## src/rtl/ps2_pkg.sv

```systemverilog
`default_nettype none
// +--------------------------------------------------------------------------+
// | Module      : ps2_pkg                                                    |
// | Description : Shared PS/2 host-side constants, LED bit indices and the   |
// |               LED-controller state encoding.                             |
// | Revision    : 1.0  initial release                                       |
// +--------------------------------------------------------------------------+
package ps2_pkg;

  // Keyboard command / reply bytes
  localparam logic [7:0] PS2_CMD_SET_LED = 8'hED;
  localparam logic [7:0] PS2_ACK         = 8'hFA;
  localparam logic [7:0] PS2_RESEND      = 8'hFE;

  // Bit positions inside the Set-LED argument byte and led_state
  localparam int LED_SCROLL = 0;
  localparam int LED_NUM    = 1;
  localparam int LED_CAPS   = 2;

  typedef enum logic [2:0] {
    IDLE     = 3'd0,
    SEND_CMD = 3'd1,
    WAIT_CMD = 3'd2,
    SEND_ARG = 3'd3,
    WAIT_ARG = 3'd4,
    FAIL     = 3'd5
  } led_ctrl_state_t;

  // True for the bytes the controller may claim while waiting for a reply
  function automatic logic is_reply(input logic [7:0] b);
    return (b == PS2_ACK) || (b == PS2_RESEND);
  endfunction

endpackage
`default_nettype wire

```

## src/rtl/ps2_rx_arbiter.sv

```systemverilog
`default_nettype none
// +--------------------------------------------------------------------------+
// | Module      : ps2_rx_arbiter                                             |
// | Description : Splits the received-byte stream between the LED           |
// |               controller (ACK/RESEND replies during a wait) and the      |
// |               scan-code decoder (everything else, passed through).       |
// | Revision    : 1.0  initial release                                       |
// +--------------------------------------------------------------------------+
// | Ports                                                                    |
// |   clk, clrn        clock, synchronous active-high clear                  |
// |   waiting          controller is in WAIT_CMD or WAIT_ARG                  |
// |   tx_busy          transmitter busy; replies are ignored while high       |
// |   rx_data/ready    byte from ps2_keyboard                                 |
// |   rx_nextdata_n    active-low pop back to ps2_keyboard                    |
// |   fwd_*            decoder-side view of the stream                        |
// |   got_ack/resend   single-cycle detection strobes for the FSM             |
// +--------------------------------------------------------------------------+
module ps2_rx_arbiter
  import ps2_pkg::*;
(
  input  logic       clk,
  input  logic       clrn,
  input  logic       waiting,
  input  logic       tx_busy,
  input  logic [7:0] rx_data,
  input  logic       rx_ready,
  output logic       rx_nextdata_n,
  output logic [7:0] fwd_data,
  output logic       fwd_ready,
  input  logic       fwd_nextdata_n,
  output logic       got_ack,
  output logic       got_resend
);

  logic r_pop;
  logic w_match;

  // r_pop blocks re-detection of the same byte while it is being popped
  assign w_match    = waiting && rx_ready && !tx_busy && !r_pop && is_reply(rx_data);
  assign got_ack    = w_match && (rx_data == PS2_ACK);
  assign got_resend = w_match && (rx_data == PS2_RESEND);

  always_ff @(posedge clk) begin
    if (clrn) begin
      r_pop <= 1'b0;
    end else begin
      r_pop <= w_match;
    end
  end

  // The decoder never sees a claimed byte: it is hidden on the detection
  // cycle and on the following pop cycle.
  assign rx_nextdata_n = r_pop ? 1'b0 : (w_match ? 1'b1 : fwd_nextdata_n);
  assign fwd_ready     = (w_match || r_pop) ? 1'b0 : rx_ready;
  assign fwd_data      = rx_data;

endmodule
`default_nettype wire

```

## src/rtl/ps2_led_controller.sv

```systemverilog
`default_nettype none
// +--------------------------------------------------------------------------+
// | Module      : ps2_led_controller                                         |
// | Description : Keeps keyboard Caps/Num/Scroll LEDs in step with the      |
// |               system lock flags by issuing ED,<mask> and handling       |
// |               ACK / RESEND / reply timeout with bounded retries.          |
// | Revision    : 1.0  initial release                                       |
// +--------------------------------------------------------------------------+
// | Ports                                                                    |
// |   clk, clrn          clock, synchronous active-high clear                |
// |   led_state          requested mask {caps,num,scroll} (level)            |
// |   tx_data/start/busy PS/2 transmitter handshake                          |
// |   rx_*               byte stream from ps2_keyboard                       |
// |   fwd_*              byte stream towards the scan-code decoder           |
// |   led_applied        last mask acknowledged by the keyboard              |
// |   busy               sequence in progress                                 |
// |   err                one-cycle pulse when a sequence is abandoned        |
// +--------------------------------------------------------------------------+
module ps2_led_controller
  import ps2_pkg::*;
#(
  parameter int TIMEOUT_CYCLES = 2500000,
  parameter int MAX_RETRY      = 3
) (
  input  logic       clk,
  input  logic       clrn,
  input  logic [2:0] led_state,
  output logic [7:0] tx_data,
  output logic       tx_start,
  input  logic       tx_busy,
  input  logic [7:0] rx_data,
  input  logic       rx_ready,
  output logic       rx_nextdata_n,
  output logic [7:0] fwd_data,
  output logic       fwd_ready,
  input  logic       fwd_nextdata_n,
  output logic [2:0] led_applied,
  output logic       busy,
  output logic       err
);

  localparam int TMO_W = (TIMEOUT_CYCLES > 1) ? $clog2(TIMEOUT_CYCLES) : 1;
  localparam int RTY_W = (MAX_RETRY > 0) ? $clog2(MAX_RETRY + 1) : 1;
  localparam logic [TMO_W-1:0] TMO_LAST  = TMO_W'(TIMEOUT_CYCLES - 1);
  localparam logic [TMO_W-1:0] TMO_MAX   = '1;
  localparam logic [RTY_W-1:0] RTY_LIMIT = RTY_W'(MAX_RETRY);

  led_ctrl_state_t  r_state;
  logic [2:0]       r_mask_snap;
  logic [2:0]       r_fail_mask;
  logic             r_fail_valid;
  logic [TMO_W-1:0] r_tmo_cnt;
  logic [RTY_W-1:0] r_retry;

  logic w_waiting;
  logic w_got_ack;
  logic w_got_resend;
  logic w_timeout;
  logic w_retry_ok;
  logic w_pending;

  assign w_waiting  = (r_state == WAIT_CMD) || (r_state == WAIT_ARG);
  assign w_timeout  = (r_tmo_cnt == TMO_LAST);
  assign w_retry_ok = (r_retry < RTY_LIMIT);
  // A mask that was just abandoned is not retried until led_state moves on
  assign w_pending  = (led_state != led_applied) &&
                      !(r_fail_valid && (led_state == r_fail_mask));
  assign busy       = (r_state != IDLE);

  ps2_rx_arbiter u_rx_arbiter (
    .clk            (clk),
    .clrn           (clrn),
    .waiting        (w_waiting),
    .tx_busy        (tx_busy),
    .rx_data        (rx_data),
    .rx_ready       (rx_ready),
    .rx_nextdata_n  (rx_nextdata_n),
    .fwd_data       (fwd_data),
    .fwd_ready      (fwd_ready),
    .fwd_nextdata_n (fwd_nextdata_n),
    .got_ack        (w_got_ack),
    .got_resend     (w_got_resend)
  );

  always_ff @(posedge clk) begin
    if (clrn) begin
      r_state      <= IDLE;
      r_mask_snap  <= '0;
      r_fail_mask  <= '0;
      r_fail_valid <= 1'b0;
      r_tmo_cnt    <= '0;
      r_retry      <= '0;
      tx_data      <= '0;
      tx_start     <= 1'b0;
      led_applied  <= '0;
      err          <= 1'b0;
    end else begin
      tx_start <= 1'b0;
      err      <= 1'b0;
      case (r_state)
        IDLE: begin
          if (w_pending) begin
            r_mask_snap <= led_state;
            r_retry     <= '0;
            r_state     <= SEND_CMD;
          end
        end

        SEND_CMD: begin
          if (!tx_busy) begin
            tx_start  <= 1'b1;
            tx_data   <= PS2_CMD_SET_LED;
            r_tmo_cnt <= '0;
            r_state   <= WAIT_CMD;
          end
        end

        WAIT_CMD: begin
          // Only idle-transmitter time counts toward the reply timeout
          if (!tx_busy && (r_tmo_cnt != TMO_MAX)) begin
            r_tmo_cnt <= r_tmo_cnt + 1'b1;
          end
          // Reply is checked first so it wins over a coincident timeout
          if (w_got_ack) begin
            r_retry <= '0;
            r_state <= SEND_ARG;
          end else if (w_got_resend || w_timeout) begin
            if (w_retry_ok) begin
              r_retry <= r_retry + 1'b1;
              r_state <= SEND_CMD;
            end else begin
              r_state <= FAIL;
            end
          end
        end

        SEND_ARG: begin
          if (!tx_busy) begin
            tx_start  <= 1'b1;
            tx_data   <= {5'b0, r_mask_snap};
            r_tmo_cnt <= '0;
            r_state   <= WAIT_ARG;
          end
        end

        WAIT_ARG: begin
          if (!tx_busy && (r_tmo_cnt != TMO_MAX)) begin
            r_tmo_cnt <= r_tmo_cnt + 1'b1;
          end
          if (w_got_ack) begin
            led_applied  <= r_mask_snap;
            r_fail_valid <= 1'b0;
            r_state      <= IDLE;
          end else if (w_got_resend || w_timeout) begin
            if (w_retry_ok) begin
              r_retry <= r_retry + 1'b1;
              r_state <= SEND_ARG;
            end else begin
              r_state <= FAIL;
            end
          end
        end

        FAIL: begin
          err          <= 1'b1;
          r_fail_mask  <= r_mask_snap;
          r_fail_valid <= 1'b1;
          r_state      <= IDLE;
        end

        default: r_state <= IDLE;
      endcase
    end
  end

endmodule
`default_nettype wire
```

## config.mk

```make
export PLATFORM = sky130hd
export DESIGN_NAME = ps2_led_controller
export DESIGN_NICKNAME = d
export VERILOG_FILES = /design/src/rtl/ps2_pkg.sv /design/src/rtl/ps2_rx_arbiter.sv /design/src/rtl/ps2_led_controller.sv
export SDC_FILE = /design/constraint.sdc
export NUM_CORES = 1
export LEC_CHECK = 0
export CAP_MARGIN = 0
export CORE_MARGIN = 8
export CORE_UTILIZATION = 50
export DETAILED_ROUTE_END_ITERATION = 6
export DONT_BUFFER_PORTS = 1
export PLACE_DENSITY = 0.72
export SYNTH_ARGS = -nofsm -noshare
export SYNTH_HDL_FRONTEND = slang
export SYNTH_HIERARCHICAL = 1
export SYNTH_SLANG_ARGS = --single-unit
```

## constraint.sdc

```tcl
create_clock -name clk -period 3.3 [get_ports clk]
set_clock_uncertainty 0.2 [all_clocks]
set_input_delay 0.33 -clock clk [delete_from_list [all_inputs] [get_ports clk]]
set_output_delay 0.33 -clock clk [all_outputs]
set_load 0.01 [all_outputs]
```

==> reports/metrics.cfg, run 1 <==
[setup_path]
cp_slowest_cell = dfxtp_1
critPathCaptureType = flop
cp.arrival_ns = 2.88
reg2reg_depth = 9
critPathRequiredTime_ns = 3.27
r2r_slack_ns = 0.39
crit_fanout = 13
r2r_end = led_applied[0]
critPathMaxStageDelay_ns = 0.60
crit_path_start_kind = flop
path_class = flop to flop
rr_startpoint = r_state[2]
path_cells = xor2_1 > and2_1 > nand4b_1 > nor4_1 > buf_4 > inv_1 > nor3_1 > mux2i_1 > nor2_1

[cells_and_area]
fill_cells = 445
drive_above_1_share_pct = 7.857
syn_to_final_growth_pct = 4.599
n_antenna_cell = 0
final_util_pct = 54.23
nets = 296

[routing]
drtPass1Iterations = 4
drcViolationCount = 0
wl_per_cell_um = 15.38
wl_um = 5338
routed_via_density = 6.000
drt-initial-drc-count = 129
antenna_left = 0
num_vias = 2082

[cts]
post_cts_resized = 0
cts_sinks = 44
clockRootBuffer = clkbuf_8
htreeDepth = 2
cts_tree = built
clock_latency_ns = 0.30
numCtsBuffers = 5
post-cts-setup-buffers = 0
clkTransAtPathRegs_ns = 0.09
cts_max_path_buffers = 2

[logic_synthesis]
synth_edf_count = 0
synth_warnings = 6
yosys_register_bits = 44
syn-num-nets = 305
yosysSeqAreaShare_pct = 35.97
synth_flop_cell = dfxtp_1
netlist_area_um2 = 2449
syn_inst = 288
synthDistinctLibCells = 58
synth-async-reset-ratio_pct = 0
synth.avg_cell_area_um2 = 8.502

[floorplanning]
ioPinCount = 40
dieArea_um2 = 7393
die_w_um = 85.98
core_area_um2 = 4723
fp.dieH_um = 85.98
core.rowCount = 25
initial_utilization_pct = 51.84

[pwr]
power_density_nw_per_um2 = 470.4
p_leak_nw = 0.8306
p_seq_share_pct = 48.8
peakVddDrop_v = 0.0003636
power_frac_clock_pct = 35.4
intPower_uw = 853.7
swShare_pct = 29.15
combinationalPowerShare_pct = 15.8
power_switching_uw = 351.2

[timing]
tightestPinTransition_ns = 0.6820
fin_crit_sh_pct = 88.10
slew_headroom_pct = 54.53
fmax_mhz = 344.0
rsz0062_at_grt = false
finalSetupViolations = 0
final_max_slew_viol_count = 0
tns_ns = 0
hold_viol = 0
min_period_ns = 2.907

[global_route]
grt_max_degree = 22
grt_antenna_before_repair = 0
grt_pass1_vias = 1902
grt_use_total_pct = 14.89
overflow = 0
grt_pass1_wl_um = 9004

[hold_path]
min-delay-start = clrn
hold_end = r_tmo_cnt[18]
hold_depth = 2
hold_class = input port to flop

[placement]
gp_congestion = 0.8181
portBuffers = 0
dpl.hpwl_um = 3812

[run]
maxCapViolations = 0

[status]
status = completed

==> power groups by stage <==
stage	clock network [mW]	registers (mW)	logic [mW]
floorplan	0	0.583	0.193
global placement	0	0.601	0.179
detailed placement	0	0.601	0.183
CTS	0.433	0.589	0.191
global route	0.454	0.594	0.211
finish	0.426	0.588	0.190
==> layout by cell type (no fill, tap or decap), types with 6 or more instances in the layout <==
master	instances
or3_1	8
xor2_1	8
or4_1	9
o211ai_1	8
dfxtp_1	44
a21oi_1	19
nor2_1	24
nor3_1	7
nand3_1	12
and4_1	6
mux2i_1	9
inv_1	7
nand4_1	6
nand2_1	28
==> synthesized netlist by cell type, drive strengths merged (8+ instances only) <==
library cell | count | area [um2]
a21oi | 19 | 95.09
buf | 18 | 130.1
dfxtp | 44 | 880.8
inv | 8 | 30.03
mux2i | 9 | 90.09
nand2 | 28 | 105.1
nand3 | 12 | 60.06
nor2 | 24 | 90.09
nor3 | 9 | 55.05
o211ai | 9 | 72.57
o21ai | 9 | 45.04
or3 | 8 | 50.05
or4 | 9 | 67.56
xor2 | 8 | 70.07
==> worst max-delay path, delay by kind of cell, from the launching register on <==
kind | cells | cell delay (ns)
and+or+nand+nor | 5 | 1.19
DFF | 1 | 0.60
buffers and inverters | 2 | 0.28
xor gates and xnor gates | 1 | 0.26
muxes | 1 | 0.25
==> sequential cells by signal (all words and copies together), names as in the netlist <==
signal / cells
r_fail_mask: 3
r_mask_snap: 3
r_fail_valid: 1
r_state: 3
tx_start: 1
r_tmo_cnt: 22
u_rx_arbiter/r_pop: 1
r_retry: 2
err: 1
tx_data: 4
led_applied: 3
==> layer usage <==
metal,wire (um),GRT usage [%],up-vias
li1,-,-,1038
met1,2369,17.57,999
met2,2688,25.12,36
met3,214,4.107,9
met4,65,5.096,0
met5,0,0,-
==> metrics by stage <==
stage	std cells	hold slack [ns]	worst slack (ns)	total power [mW]	instance area [um2]
5_1_grt	347	0.008673	0.1661	1.259	2561
4_1_cts	347	0.01042	0.3980	1.213	2561
6_report	347	0.01427	0.3927	1.205	2561
3_3_place_gp	335	0.2070	0.5387	0.7803	2406
2_1_floorplan	288	0.2070	0.6372	0.7760	2449
3_5_place_dp	335	0.2079	0.4628	0.7839	2406
==> final cells by class <==
type                    count  area [um2]  area share, %
multi-input cells         213        1389          54.23
flip-flops and latches     44       880.8          34.39
well taps                  67       83.83          3.273
clock buffers               5       68.82          2.687
repair buffers              7       62.56          2.443
clock inverters             3       46.29          1.808
inverters                   8       30.03          1.172
==> worst max-delay path by stage <==
stage / to / from
detailed placement: led_applied[1] / r_state[2]
finish: led_applied[0] / r_state[2]
global placement: led_applied[2] / r_state[2]
floorplan: led_applied[0] / r_state[1]
CTS: led_applied[1] / r_state[2]
global route: led_applied[1] / r_state[2]
==> timing repair <==
item                                   in CTS  in global routing
hold buffers                                4                  0
endpoints found under the hold margin      18                  0
setup endpoints to repair                   0                  0
==> cell families after synthesis <==
kind of cell | share of synthesized area, %
buffers and inverters | 7.307
multiplexers | 3.679
XOR/XNOR | 3.935
adder cells (fa/ha/maj) | 0.5109
AND/OR/NAND/NOR | 30.40
flip-flops | 35.97
AO/OA/AOI/OAI | 18.04
other | 0.1531
No activity file was read; power rests on OpenSTA's default activity.
==> run 2, diff against run 1 <==
CORE_UTILIZATION = 55   (was 50)
PLACE_DENSITY = 0.77   (was 0.72)
SKIP_CTS_REPAIR_TIMING = 1   (was not set)
clock period = 2.72 ns   (was 3.3 ns; I/O delays follow)
==> run 2 against run 1 <==
The run now ends with hold timing left. Core utilization grew 6.8 points. Setup slack lost 0.11 ns. Register-to-register slack lost 0.11 ns. First-iteration DRC count shrank 3.1%. Die area shrank 7.4%. Largest power group unchanged. Clock power grew 24%. Routed wire length grew 2.5%. Critical path type unchanged. Critical path depth grew 1.
==> reports/metrics.cfg, run 2 (same netlist as run 1, synthesis figures left out) <==
[status]
status = complete, but fails checks
violations = hold timing

[floorplanning]
ioPinCount = 40  ; unchanged
core_area_um2 = 4324  ; -8.5%
fp.dieH_um = 82.73  ; -3.8%
core.rowCount = 24  ; -4.0%
initial_utilization_pct = 56.63  ; +4.8 points
dieArea_um2 = 6843  ; -7.4%
die_w_um = 82.73  ; -3.8%

[routing]
routed_via_density = 6.246  ; +4.1%
wl_um = 5471  ; +2.5%
num_vias = 2136  ; +2.6%
drcViolationCount = 0  ; unchanged
antenna_left = 0  ; unchanged
wl_per_cell_um = 16.00  ; +4.0%
drt-initial-drc-count = 125  ; -3.1%
drtPass1Iterations = 4  ; unchanged

[global_route]
busiest_layer = met2
grt_util_met1_pct = 20.03  ; +2.5 points
grt_max_degree = 23  ; +4.5%
globalRouteMet2Util_pct = 31.31  ; +6.2 points
overflow = 0  ; unchanged
grt_pass1_vias = 2035  ; +7.0%
met3_usage_pct = 3.463  ; -0.64 points
grt_use_total_pct = 17.44  ; +2.6 points
grt_antenna_before_repair = 0  ; unchanged
grt_pass1_wl_um = 9591  ; +6.5%

[cells_and_area]
nets = 306  ; +3.4%
regMostFlops = r_tmo_cnt
final_cell_mix = dfxtp_1 (44), nand2_1 (28), nor2_1 (24), a21oi_1 (19), nand3_1 (12)
syn_to_final_growth_pct = 7.767
final_area_um2 = 2639  ; +3.0%
drive_above_1_share_pct = 8.966  ; +1.1 points
reg_top3 = r_tmo_cnt: 22 flops, tx_data: 4 flops
n_antenna_cell = 0  ; unchanged
largest_reg_flops = 22  ; unchanged
final_common_cell = dfxtp_1

[cts]
cts_sinks = 44  ; unchanged
clock_latency_ns = 0.30  ; about the same
clkTransAtPathRegs_ns = 0.09  ; about the same
cts_tree = built
htreeDepth = 2  ; unchanged
cts_max_path_buffers = 2  ; unchanged
numCtsBuffers = 5  ; unchanged
clockRootBuffer = clkbuf_8

[hold_path]
hold_depth = 1  ; -1
hold_class = input port to flop

[pwr]
p_leak_nw = 0.9056  ; +9.0%
peakVddDrop_v = 0.0004341  ; +19%
power_density_nw_per_um2 = 561.7  ; +19%

[setup_path]
critPathBufInv = 3  ; +1
critPathMostFrequentCell = buf_4
critPathRequiredTime_ns = 2.72  ; -0.55 ns
crit_path_start_kind = flop
cp.arrival_ns = 2.44  ; -0.44 ns
path_cells = xor2_1 > and2_1 > nand4b_1 > nor4_1 > buf_4 > inv_1 > nor3_1 > buf_4 > mux2i_1 > nor2_1
cp.depth = 10  ; +1
reg2reg_depth = 10  ; +1
critPathMaxStageDelay_ns = 0.36  ; -0.24 ns
path_delay_family = simple AND/OR/NAND/NOR gates
crit_fanout = 6  ; -7
critPathCaptureType = flop
cp_slowest_cell = dfxtp_1
path_class = flop to flop

[placement]
portBuffers = 0  ; unchanged
postPlaceCellArea_um2 = 2417  ; +0.47%
gp_congestion = 0.7929  ; -3.1%
dpl.hpwl_um = 4043  ; +6.1%

[timing]
min_period_ns = 2.440  ; -0.4668 ns
hold_ws_ns = -0.1597  ; -0.1740 ns
hold_viol = 9  ; +9
rsz0062_at_grt = false
finalSetupViolations = 0  ; unchanged
final_max_slew_viol_count = 0  ; unchanged
fin_crit_sh_pct = 89.72  ; +1.6 points
tns_ns = 0  ; unchanged
slew_headroom_pct = 61.13  ; +6.6 points
fmax_mhz = 409.8  ; +19%
tightestPinTransition_ns = 0.5798  ; -0.1022 ns

[run]
maxCapViolations = 0  ; unchanged

[run 2: changes by cell type in the layout (fill, tap and decap cells not counted)]
cell	previous run	this run
dlygate4sd3_1	4	10
clkbuf_8	5	6
inv_6	1	0
clkinv_4	0	1
clkinvlp_4	1	0
buf_4	3	7
[run 2: layer usage]
metal | share of wire, % | up-vias | wire length (um)
met3 | 3.5 | 10 | 191
met1 | 42 | 1025 | 2274
met5 | 0 | - | 0
li1 | - | 1064 | -
met2 | 53 | 37 | 2924
met4 | 1.5 | 0 | 81
[run 2: per-stage QoR]
step                      cells  setup WS, ns  total power [mW]  util, %  hold slack, ns
after global placement      324        0.4279            0.9578    55.90          0.1469
after global routing        342       0.01619             1.556    61.02         -0.1747
final                       342        0.2795             1.482    61.02         -0.1597
after floorplan             288       0.05722            0.9415        -          0.1490
after CTS                   332        0.3034             1.482    58.71         -0.1744
after detailed placement    324        0.3211            0.9605    55.90          0.1491
[run 2: layout make-up]
cell class | count | area [um2]
sequential | 44 | 880.8
clock inverter | 2 | 38.79
multi-input combinational | 213 | 1389
tap | 52 | 65.06
timing repair buffer | 17 | 152.6
clock buffer | 6 | 82.58
fill | 387 | 1685
inverter | 8 | 30.03
[run 2: worst paths after layout]
path	startpoint	end	slack [ns]
max reg2reg	r_state[1]	led_applied[2]	0.28
min	clrn	r_mask_snap[1]	-0.16
min reg2reg	r_fail_valid	r_fail_valid	0.29
max	r_state[1]	led_applied[2]	0.28
[run 2: worst register-to-register path, cell delays in order, from the launching register on]
cell and delay [ns]:
dfxtp_1 0.36, xor2_1 0.24, and2_1 0.21, nand4b_1 0.16, nor4_1 0.30, buf_4 0.18, inv_1 0.10, nor3_1 0.18
buf_4 0.16, mux2i_1 0.21, nor2_1 0.06
[run 2: power breakdown]
part | leakage, nW | switching, mW | internal, mW
Sequential | 0.356 | 0.0282 | 0.670
Clock | 0.0614 | 0.226 | 0.300
Combinational | 0.488 | 0.155 | 0.102
Total | 0.906 | 0.410 | 1.07
==> run 3, diff against run 2 <==
REMOVE_ABC_BUFFERS = 1   (was not set)
==> run 3 against run 2 <==
The run still ends with hold timing left. Critical path depth shrank 3. Design area shrank 1.8%. Non-clock buffer count shrank 5.
==> reports/metrics.cfg, run 3 (same netlist as run 1, synthesis figures left out) <==
[global_route]
grt_pass1_wl_um = 8887  ; -7.3%
grt_use_total_pct = 16.17  ; -1.3 points
globalRouteMet2Util_pct = 26.65  ; -4.7 points
grt_max_degree = 23  ; unchanged
grt_antenna_before_repair = 0  ; unchanged
met3_usage_pct = 3.896  ; +0.43 points
grt_pass1_vias = 1904  ; -6.4%
overflow = 0  ; unchanged
grt_util_met1_pct = 19.78  ; -0.24 points
busiest_layer = met2

[setup_path]
r2r_slack_ns = 0.29  ; about the same
cp.arrival_ns = 2.40  ; -0.04 ns
critPathRequiredTime_ns = 2.69  ; -0.03 ns
critPathBufInv = 0  ; -3
reg2reg_depth = 7  ; -3
critPathCaptureType = flop
cp.depth = 7  ; -3
path_cells = xor2_1 > and2_1 > nand4b_1 > nor4_1 > a41o_1 > nor4bb_1 > a211oi_1
crit_path_start = r_state[1]
crit_path_end = r_retry[0]
path_class = flop to flop
cp_slowest_cell = nor4_1
path_delay_family = simple AND/OR/NAND/NOR gates
rr_startpoint = r_state[1]
r2r_end = r_retry[0]
crit_path_start_kind = flop
critPathMaxStageDelay_ns = 0.43  ; +0.07 ns
crit_fanout = 7  ; +1

[cells_and_area]
fill_cells = 392  ; +1.3%
final_common_cell = dfxtp_1
reg_top3 = r_tmo_cnt: 22 flops, tx_data: 4 flops
syn_to_final_growth_pct = 5.825
final_util_pct = 59.92  ; -1.1 points
n_antenna_cell = 0  ; unchanged
final_cell_count_no_fill = 337  ; -1.5%
nets = 301  ; -1.6%
final_cell_mix = dfxtp_1 (44), nand2_1 (28), nor2_1 (24), a21oi_1 (19), nand3_1 (12)
largest_reg_flops = 22  ; unchanged
multi_input_area_um2 = 1389  ; unchanged
drive_above_1_share_pct = 8.772  ; -0.19 points
regMostFlops = r_tmo_cnt
register_area_um2 = 880.8  ; unchanged

[timing]
final_max_slew_viol_count = 0  ; unchanged
hold_viol = 1  ; -8
tightestPinTransition_ns = 0.6993  ; +0.1195 ns
finalSetupViolations = 0  ; unchanged
fin_crit_sh_pct = 89.22  ; -0.50 points
fmax_mhz = 412.1  ; +0.57%
slew_headroom_pct = 53.23  ; -7.9 points
min_period_ns = 2.427  ; -0.01372 ns
rsz0062_at_grt = false
hold_ws_ns = -0.002703  ; +0.1570 ns

[pwr]
power_density_nw_per_um2 = 573.8  ; +2.1%
p_leak_nw = 0.8615  ; -4.9%
peakVddDrop_v = 0.0003328  ; -23%

[routing]
antenna_left = 0  ; unchanged
wl_um = 5429  ; -0.77%
drt-initial-drc-count = 168  ; +34%
drcViolationCount = 0  ; unchanged
wl_per_cell_um = 16.11  ; +0.70%
drtPass1Iterations = 4  ; unchanged
routed_via_density = 6.211  ; -0.56%
num_vias = 2093  ; -2.0%

[floorplanning]
dieArea_um2 = 6843  ; unchanged
die_w_um = 82.73  ; unchanged
fp.dieH_um = 82.73  ; unchanged
ioPinCount = 40  ; unchanged
initial_utilization_pct = 56.63  ; unchanged
core_area_um2 = 4324  ; unchanged
core.rowCount = 24  ; unchanged

[run]
maxCapViolations = 0  ; unchanged

[cts]
cts_sinks = 44  ; unchanged
numCtsBuffers = 5  ; unchanged
clkTransAtPathRegs_ns = 0.08  ; about the same
htreeDepth = 2  ; unchanged
clockRootBuffer = clkbuf_8
cts_max_path_buffers = 2  ; unchanged
clock_latency_ns = 0.30  ; about the same
cts_tree = built

[placement]
dp.cells = 323  ; -0.31%
gp_congestion = 0.8011  ; +1.0%
dpl.hpwl_um = 3846  ; -4.9%
portBuffers = 0  ; unchanged

[hold_path]
hold_class = input port to flop

[status]
violations = hold timing
status = complete, but fails checks

==> run 3: changes by cell type in the layout (fill, tap and decap cells not counted), sizes merged <==
cell / before / now
buf: 7 / 6
dlygate4sd3: 10 / 6
==> run 3: how the worst min path moves through the flow <==
| stage | start | endpoint | cells after the start |
|---|---|---|---|
| 6_report | rx_data[3] | u_rx_arbiter/r_pop | 2 |
| 5_1_grt | rx_data[3] | u_rx_arbiter/r_pop | 2 |
| 4_1_cts | clrn | r_fail_mask[1] | 1 |
| 3_5_place_dp | clrn | r_fail_mask[1] | 1 |
| 3_3_place_gp | clrn | r_fail_mask[2] | 1 |
| 2_1_floorplan | clrn | r_fail_mask[0] | 1 |
==> run 3: metal layers <==
| metal | up-vias | part of all wire (%) |
|---|---|---|
| met2 | 31 | 51 |
| met1 | 1000 | 45 |
| met4 | 0 | 1.3 |
| met5 | - | 0 |
| li1 | 1054 | - |
| met3 | 8 | 3.3 |
==> run 3: worst register-to-register path, stage by stage (launching register included) <==
cell	delay (ns)
dfxtp_1	0.35
xor2_1	0.23
and2_1	0.21
nand4b_1	0.16
nor4_1	0.43
a41o_1	0.30
nor4bb_1	0.33
a211oi_1	0.11
==> run 3: area by class of cell <==
class                      count  share of cell area (%)
multi-input combinational    213                   53.60
sequential                    44                   33.99
clock buffer                   6                   3.187
timing repair buffer          12                   4.056
inverter                       8                   1.159
tap                           52                   2.511
clock inverter                 2                   1.497
==> run 3: per-stage QoR <==
stage	setup TNS, ns	area (um2)	setup slack (ns)	total power, mW
CTS	0	2531	0.3165	1.480
global route	0	2591	0.07182	1.549
finish	0	2591	0.2933	1.487
detailed placement	0	2410	0.3312	0.9581
global placement	0	2410	0.4206	0.9544
floorplan	-0.3279	2300	-0.1093	0.8962
==> run 3: report_power, final <==
part	internal, mW	switching [mW]	leakage [nW]
combinational	0.0962	0.161	0.444
clock	0.300	0.230	0.0614
sequential	0.670	0.0289	0.356
total	1.07	0.420	0.862
